**config.mk**
```make
export PLATFORM = sky130hd
export DESIGN_NAME = io_channel_initiator
export DESIGN_NICKNAME = d
export VERILOG_FILES = /design/src/rtl/io_channel_initiator.sv
export SDC_FILE = /design/constraint.sdc
export NUM_CORES = 1
export LEC_CHECK = 0
export CORE_MARGIN = 4
export CORE_UTILIZATION = 43
export CTS_CLUSTER_DIAMETER = 40
export DETAILED_ROUTE_END_ITERATION = 10
export GPL_ROUTABILITY_DRIVEN = 0
export PLACE_DENSITY = 0.85
export SLEW_MARGIN = 10
export SYNTH_ARGS = -nofsm -noshare
export SYNTH_HDL_FRONTEND = slang
export SYNTH_SLANG_ARGS = --single-unit
```
**constraint.sdc**
```tcl
create_clock -name clk -period 2.8 [get_ports clk]
set_input_delay 0.7 -clock clk [delete_from_list [all_inputs] [get_ports clk]]
set_output_delay 0.7 -clock clk [all_outputs]
set_load 0.02 [all_outputs]
```
**src/rtl/io_channel_initiator.sv**
```systemverilog
// io_channel_initiator: issues CPU commands to an IO module and writes register responses back to the CPU
//
// Ports:
//   clk, sync_rst_n (sync, active-low), clk_en (low freezes all state)
//   CPU command   : CommandREQ/CommandACK, MinorOpcodeIn, CommandDataIn, CommandDestReg
//   CPU writeback : WritebackREQ/WritebackACK, WritebackDestReg, WritebackDataOut
//   IO command    : IO_REQ/IO_ACK, IO_CommandEn, IO_ResponseRequested, IO_MinorOpcodeOut, IO_DestRegOut, IO_DataOut
//   IO response   : IO_CommandResponse, IO_RegResponseFlag, IO_MemResponseFlag, IO_DestRegIn, IO_DataIn
//   Status        : Busy, DroppedResponse (sticky), TimeoutFlag (sticky)
//
// Optional feature: define IO_RESPONSE_TIMEOUT_EN to bound WAIT_RESP to TIMEOUTCYCLES enabled cycles.
module io_channel_initiator #(
    parameter int DATABITWIDTH  = 16,
    parameter int TIMEOUTCYCLES = 255
) (
    input  logic                    clk,
    input  logic                    sync_rst_n,
    input  logic                    clk_en,
    input  logic                    CommandREQ,
    output logic                    CommandACK,
    input  logic [3:0]              MinorOpcodeIn,
    input  logic [DATABITWIDTH-1:0] CommandDataIn,
    input  logic [3:0]              CommandDestReg,
    output logic                    WritebackREQ,
    input  logic                    WritebackACK,
    output logic [3:0]              WritebackDestReg,
    output logic [DATABITWIDTH-1:0] WritebackDataOut,
    output logic                    IO_REQ,
    input  logic                    IO_ACK,
    output logic                    IO_CommandEn,
    output logic                    IO_ResponseRequested,
    output logic [3:0]              IO_MinorOpcodeOut,
    output logic [3:0]              IO_DestRegOut,
    output logic [DATABITWIDTH-1:0] IO_DataOut,
    input  logic                    IO_CommandResponse,
    input  logic                    IO_RegResponseFlag,
    input  logic                    IO_MemResponseFlag,
    input  logic [3:0]              IO_DestRegIn,
    input  logic [DATABITWIDTH-1:0] IO_DataIn,
    output logic                    Busy,
    output logic                    DroppedResponse,
    output logic                    TimeoutFlag
);
    typedef enum logic [1:0] {IDLE, ISSUE, WAIT_RESP, WRITEBACK} state_t;
    state_t state;

    // A memory-only response needs no writeback, so the mem flag carries no extra information.
    logic unused_cfg;
`ifdef IO_RESPONSE_TIMEOUT_EN
    logic [15:0] count;
    assign unused_cfg = IO_MemResponseFlag;
`else
    assign TimeoutFlag = 1'b0;
    assign unused_cfg  = IO_MemResponseFlag ^ 1'(TIMEOUTCYCLES);
`endif

    // Held low during reset so the CPU never sees an accept before the first idle cycle.
    assign CommandACK = sync_rst_n && state == IDLE;
    assign Busy       = state != IDLE;

    always_ff @(posedge clk) begin
        if (!sync_rst_n) begin
            state                <= IDLE;
            WritebackREQ         <= 1'b0;
            WritebackDestReg     <= '0;
            WritebackDataOut     <= '0;
            IO_REQ               <= 1'b0;
            IO_CommandEn         <= 1'b0;
            IO_ResponseRequested <= 1'b0;
            IO_MinorOpcodeOut    <= '0;
            IO_DestRegOut        <= '0;
            IO_DataOut           <= '0;
            DroppedResponse      <= 1'b0;
`ifdef IO_RESPONSE_TIMEOUT_EN
            TimeoutFlag          <= 1'b0;
            count                <= '0;
`endif
        end else if (clk_en) begin
            // Only WAIT_RESP consumes responses, including one coincident with IO_ACK.
            if (IO_CommandResponse && state != WAIT_RESP)
                DroppedResponse <= 1'b1;
            case (state)
                IDLE: if (CommandREQ) begin
                    IO_MinorOpcodeOut    <= MinorOpcodeIn;
                    IO_DataOut           <= CommandDataIn;
                    IO_DestRegOut        <= CommandDestReg;
                    IO_ResponseRequested <= ~MinorOpcodeIn[3];
                    IO_REQ               <= 1'b1;
                    IO_CommandEn         <= 1'b1;
                    state                <= ISSUE;
                end
                ISSUE: if (IO_ACK) begin
                    IO_REQ       <= 1'b0;
                    IO_CommandEn <= 1'b0;
                    state        <= IO_ResponseRequested ? WAIT_RESP : IDLE;
`ifdef IO_RESPONSE_TIMEOUT_EN
                    count        <= '0;
`endif
                end
                WAIT_RESP: if (IO_CommandResponse) begin
                    if (IO_RegResponseFlag) begin
                        WritebackDataOut <= IO_DataIn;
                        WritebackDestReg <= IO_DestRegIn;
                        WritebackREQ     <= 1'b1;
                        state            <= WRITEBACK;
                    end else
                        state <= IDLE;
                end
`ifdef IO_RESPONSE_TIMEOUT_EN
                // The response check above has priority, so a reply on the final cycle wins.
                else if (count == 16'(TIMEOUTCYCLES - 1)) begin
                    WritebackDataOut <= '1;
                    WritebackDestReg <= IO_DestRegOut;
                    WritebackREQ     <= 1'b1;
                    TimeoutFlag      <= 1'b1;
                    state            <= WRITEBACK;
                end else
                    count <= count + 16'd1;
`endif
                WRITEBACK: if (WritebackACK) begin
                    WritebackREQ <= 1'b0;
                    state        <= IDLE;
                end
                default: state <= IDLE;
            endcase
        end
    end
endmodule

```
==> impl_metrics.py, run 1 <==
metrics = {
    "yosys": {
        "synth_nets": 295,
        "yosysWarnings": 0,
        "ys.flop_type": "dfxtp_1",
        "synth_cells": 242,
        "ys_types": 27,
        "synth-xor-area-share_pct": 0,
        "synth_commonest_cells": "dfxtp_1, nand2_1, a21oi_1, o21ai_0, nand3_1",
        "synth_largest_area_cell": "dfxtp_1",
        "synth_compound_area_share_pct": 21.5,
        "synth_edf_count": 0,
        "synthTopCellsByArea": "dfxtp_1, a21oi_2, a21oi_1",
        "synth.most_common_cell": "dfxtp_1",
        "yosys.area_share.simple_pct": 20.8,
        "seq_area_frac_synth_pct": 47.5,
        "synth_area_um2": 2110,
        "synth_fa_ha_area_share_pct": 0,
        "synth.avg_cell_area_um2": 8.71,
        "synth_seq_cells": 50,
        "synth.top_cell.area_share_pct": 47.5,
        "synthMuxAreaShare_pct": 1.90,
        "synth_top_family_by_area": "compound AO/OA/AOI/OAI gates",
        "async_flop_share_pct": 0,
    },
    "clocking": {
        "cts_made_buffers": 5,
        "clk_latency_ns": 0.29,
        "hold_buffers": 0,
        "ctsHtreeMaxLevel": 2,
        "cts_root_buf": "clkbuf_8",
        "clock-sinks": 50,
        "ctsResizeCount": 0,
        "cts_tree": "done",
        "clkTransAtPathRegs_ns": 0.08,
        "postCtsSetupBuffers": 0,
        "clk_path_buf_depth": 2,
    },
    "detailed_routing": {
        "drt-pass1-iter-count": 4,
        "drc": 0,
        "routed_via_density": 4.90,
        "drtAntennaViolNets": 0,
        "detail_route.wl_per_cell_um": 13.7,
        "wl_um": 5480,
        "vias": 1965,
        "drt_iter0_drc": 83,
    },
    "floorplanning": {
        "rows": 25,
        "die_y_um": 78,
        "die_x_um": 78,
        "initial_core_util_pct": 44.6,
        "io_pins": 105,
        "core_area_um2": 4720,
        "dieArea_um2": 6080,
    },
    "setup_path": {
        "reg2reg_slack_ns": 1.16,
        "worstPathArrival_ns": 1.94,
        "reg2reg_depth": 3,
        "max_stage_delay_ns": 0.61,
        "start_kind": "input pin",
        "crit_type": "in2out",
        "r2r_start": "state[1]",
        "cp_slowest_cell": "clkdlybuf4s50_1",
        "crit_chain": "clkdlybuf4s50_1 > inv_2 > nor2_1 > clkdlybuf4s50_1",
        "path_common_cell": "clkdlybuf4s50_1",
        "r2r_end": "WritebackDataOut[4]",
        "crit_start": "sync_rst_n",
        "end_kind": "output port",
        "required_ns": 2.10,
        "crit_path_max_fanout": 2,
    },
    "layout": {
        "area_growth_pct": 50.7,
        "drive_gt1_share_pct": 15.0,
        "stdcell_count": 401,
        "fillers": 400,
        "fin_nets": 387,
        "diodes": 0,
        "final_area_um2": 3170,
        "final_core_util_pct": 67.2,
    },
    "sta": {
        "finalClockSkew_ns": 0.00384,
        "finalHoldViolCount": 0,
        "slew_headroom_pct": 56.8,
        "slew_violations": 0,
        "setup_violations": 0,
        "rsz0062_at_grt": "no",
        "fmax_mhz": 379,
        "post-route-period-util_pct": 94.2,
        "fin_tns_setup_ns": 0,
        "worstMarginPinSlew_ns": 0.645,
        "period_needed_ns": 2.64,
    },
    "placement": {
        "dp_hpwl_um": 3820,
        "place_inst": 394,
        "place.port_buffers": 102,
        "postPlaceCellArea_um2": 3100,
    },
    "run_status": {
        "outcome": "complete, no violations",
    },
    "flow_run": {
        "cap_violations": 0,
    },
    "global_routing": {
        "antenna_found_initial": 0,
        "grt_usage_pct": 18.4,
        "grt_pass1_vias": 1989,
        "grt_max_degree": 46,
        "overflow": 0,
        "grt_pass1_wl_um": 9020,
    },
    "power": {
        "p_leak_nw": 1.08,
        "p_per_area_nw_per_um2": 442,
        "vdd_ir_drop_max_v": 0.000261,
    },
    "hold_path": {
        "whs_endpoint": "IO_DataOut[10]",
        "min_path_cells": 2,
        "min_from": "IO_DataOut[10]",
        "hold_path.class": "reg2reg",
    },
}
-- how the worst max path moves through the flow --
| stage | endpoint | slack, ns |
|---|---|---|
| global placement | CommandACK | 0.18 |
| CTS | CommandACK | 0.16 |
| floorplan | CommandACK | 0.67 |
| global route | CommandACK | 0.14 |
| finish | CommandACK | 0.16 |
| detailed placement | CommandACK | 0.16 |
-- sequential cells by signal (all words and copies together) (netlist names), 2 cells and up --
signal             cells
IO_MinorOpcodeOut      4
WritebackDataOut      16
WritebackDestReg       4
state                  2
IO_DestRegOut          4
IO_DataOut            16
-- cells by family (layout without fill, tap and decap cells) --
group / count (synthesis) / in the layout
simple gates: 86 / 86
other cells: 1 / 1
compound gates: 75 / 75
mux: 4 / 4
flops: 50 / 50
buf+inv: 26 / 118
-- metal layers --
layer  share of wire (%)  vias up  global-route usage [%]  wire length [um]
met5                   0        -                       0                 0
li1                    -      994                       -                 -
met3                 7.2        7                    5.45               395
met4                 1.3        0                    7.34                71
met1                  40      898                    19.4              2210
met2                  51       66                    33.7              2800
-- cell type report --
type | instances | area [um^2] | area share, %
Tap cell | 67 | 83.8 | 2.64
Clock buffer | 7 | 76.3 | 2.40
Multi-Input combinational cell | 166 | 936 | 29.5
Sequential cell | 50 | 1000 | 31.5
Inverter | 3 | 11.3 | 0.355
Timing Repair Buffer | 108 | 1070 | 33.6
-- placed cells by master, fill, tap and decap left out, drive strengths merged --
master         synthesis  routed
clkdlybuf4s50          0     102
nand2                 53      53
dfxtp                 50      50
a21oi                 48      48
o21ai                 25      25
nand3                 21      21
clkbuf                 7       7
buf                   16       6
mux2i                  4       4
and3b                  3       3
inv                    3       3
nor2                   2       2
nand2b                 2       2
or2                    1       1
and4bb                 1       1
nand4bb                1       1
and2                   1       1
nand3b                 1       1
o22a                   1       1
o21a                   1       1
conb                   1       1
-- report_power, final --
part	total, mW	leakage, nW	switching, mW	internal, mW
Clock	0.384	0.0383	0.211	0.172
Sequential	0.750	0.406	0.0161	0.734
Combinational	0.268	0.633	0.127	0.142
Total	1.40	1.08	0.354	1.05
-- stage by stage --
| stage | hold WS [ns] | worst slack (ns) | power [mW] |
|---|---|---|---|
| floorplan | 0.533 | 0.666 | 0.904 |
| global placement | 0.441 | 0.176 | 1.03 |
| detailed placement | 0.446 | 0.164 | 1.04 |
| CTS | 0.458 | 0.161 | 1.42 |
| global route | 0.473 | 0.136 | 1.48 |
| finish | 0.456 | 0.162 | 1.40 |
-- worst max-delay path: cells and delay by family --
kind / cells / cell delay, ns
AND/OR/NAND/NOR: 1 / 0.09
buffers and inverters: 3 / 1.14
No activity file was read; power rests on OpenSTA's default activity.
==> inputs of run 2 (changes only) <==
- GPL_TIMING_DRIVEN: default -> 0
- MAX_ROUTING_LAYER: default -> met4
==> run 2 against run 1 <==
  * Sequential power hardly changed
  * Worst setup slack got worse by 0.025 ns
  * Wire length up 2.5%
  * Non-clock buffer count grew 16
  * Utilization increased by 2.3 points
  * Final cell count is 4.0% higher
  * Global-route usage rose by 0.40 points
  * Critical path type unchanged
  * Sequential share of layout area shrank 1.0 points
  * Largest cell class unchanged
  * Clock skew increased by 0.00097 ns
  * Critical path depth up 1
  * Clock-buffer cell count shrank 2
==> impl_metrics.py, run 2 (synthesis results as in run 1) <==
metrics = {
    "run_status": {
        "outcome": "complete, no violations",
    },
    "floorplanning": {
        "dieArea_um2": 6080,
        "io_pins": 105,
        "core_area_um2": 4720,
        "die_y_um": 78,
        "rows": 25,
        "die_x_um": 78,
        "initial_core_util_pct": 44.6,
    },
    "power": {
        "vdd_ir_drop_max_v": 0.000206,
        "p_leak_nw": 1.14,
        "p_per_area_nw_per_um2": 434,
    },
    "setup_path": {
        "end_kind": "output port",
        "max_stage_delay_ns": 0.55,
        "path_buf_inv": 4,
        "start_kind": "input pin",
        "required_ns": 2.10,
        "crit_type": "in2out",
        "cp_slowest_cell": "clkdlybuf4s50_1",
        "worstPathArrival_ns": 1.96,
        "crit_family": "buffers and inverters",
        "crit_path_max_fanout": 10,
        "path_common_cell": "buf_2",
        "crit_chain": "buf_2 > inv_2 > buf_2 > nor2_1 > clkdlybuf4s50_1",
    },
    "hold_path": {
        "hold_path.class": "reg2reg",
    },
    "sta": {
        "finalClockSkew_ns": 0.00481,
        "slew_headroom_pct": 64.9,
        "setup_violations": 0,
        "rsz0062_at_grt": "no",
        "period_needed_ns": 2.66,
        "fin_tns_setup_ns": 0,
        "post-route-period-util_pct": 95.1,
        "fmax_mhz": 375,
        "slew_violations": 0,
        "worstMarginPinSlew_ns": 0.526,
        "finalHoldViolCount": 0,
    },
    "detailed_routing": {
        "drc": 0,
        "drtAntennaViolNets": 0,
        "wl_um": 5610,
        "drt_iter0_drc": 100,
        "drt-pass1-iter-count": 4,
        "routed_via_density": 4.94,
        "detail_route.wl_per_cell_um": 13.5,
        "vias": 2062,
    },
    "global_routing": {
        "grt_usage_pct": 18.8,
        "overflow": 0,
        "grt_pass1_wl_um": 9000,
        "grt_pass1_vias": 1932,
        "grt_max_degree": 15,
        "antenna_found_initial": 0,
    },
    "layout": {
        "final_cell_mix": "clkdlybuf4s50_1, dfxtp_1, nand2_1",
        "fillers": 387,
        "drive_gt1_share_pct": 17.7,
        "final_area_um2": 3280,
        "multi_input_area_um2": 936,
        "stdcell_count": 417,
        "area.sequential_um2": 1000,
        "layout_commonest_cell": "clkdlybuf4s50_1",
        "top_regs": "IO_DataOut (16), WritebackDataOut (16)",
        "fin_nets": 403,
        "area_growth_pct": 55.7,
        "diodes": 0,
    },
    "clocking": {
        "cts_root_buf": "clkbuf_8",
        "clkTransAtPathRegs_ns": 0.08,
        "ctsResizeCount": 0,
        "postCtsSetupBuffers": 0,
        "cts_tree": "done",
        "hold_buffers": 0,
        "ctsHtreeMaxLevel": 2,
        "clk_path_buf_depth": 2,
        "cts_made_buffers": 5,
        "clk_latency_ns": 0.29,
        "clock-sinks": 50,
    },
    "placement": {
        "place_inst": 410,
        "postPlaceCellArea_um2": 3200,
        "place.port_buffers": 101,
        "dp_hpwl_um": 4230,
    },
    "flow_run": {
        "cap_violations": 0,
    },
}
[run 2: cell count changes in the layout (fill, tap and decap cells not counted)]
cell / delta
buf_12: +2
buf_2: +8
buf_4: -2
buf_6: +2
clkbuf_1: +5
clkdlybuf4s50_1: -1
clkinv_2: +2
[run 2: routing by layer]
metal / track usage, % / routed length [um] / up-vias
li1: - / - / 1026
met1: 22.6 / 2460 / 966
met2: 31.3 / 2800 / 68
met3: 4.99 / 313 / 2
met4: 4.72 / 36 / 0
met5: - / 0 / -
[run 2: worst min-delay path, stage by stage (launching register included)]
cell and delay, ns:
dfxtp_1 0.31, nand2_1 0.05, a21oi_1 0.05
[run 2: worst paths after layout]
| check | startpoint | endpoint | slack (ns) | cells after the start |
|---|---|---|---|---|
| max | sync_rst_n | CommandACK | 0.14 | 5 |
| min | IO_DataOut[10] | IO_DataOut[10] | 0.46 | 2 |
| max reg2reg | state[0] | WritebackDataOut[5] | 1.47 | 5 |
| min reg2reg | IO_DataOut[10] | IO_DataOut[10] | 0.46 | 2 |
[run 2: power breakdown]
part | switching [mW] | leakage [nW] | total [mW] | internal (mW)
registers | 0.0127 | 0.406 | 0.747 | 0.734
clock network | 0.218 | 0.0438 | 0.386 | 0.168
logic | 0.135 | 0.692 | 0.291 | 0.156
[run 2: cell type report]
cell class | instances | area share, %
timing repair buffer | 101 | 30.8
sequential | 50 | 30.5
multi-input combinational | 166 | 28.5
buffer | 23 | 4.84
tap | 67 | 2.56
clock buffer | 5 | 2.10
inverter | 3 | 0.343
clock inverter | 2 | 0.305
[run 2: metrics by stage]
step	setup slack, ns	hold slack, ns	power (mW)	util (%)
finish	0.137	0.456	1.42	69.5
global route	0.0891	0.473	1.49	69.5
CTS	0.133	0.459	1.44	69.5
detailed placement	0.141	0.447	1.06	67.8
global placement	0.132	0.442	1.05	67.8
floorplan	0.666	0.533	0.904	-
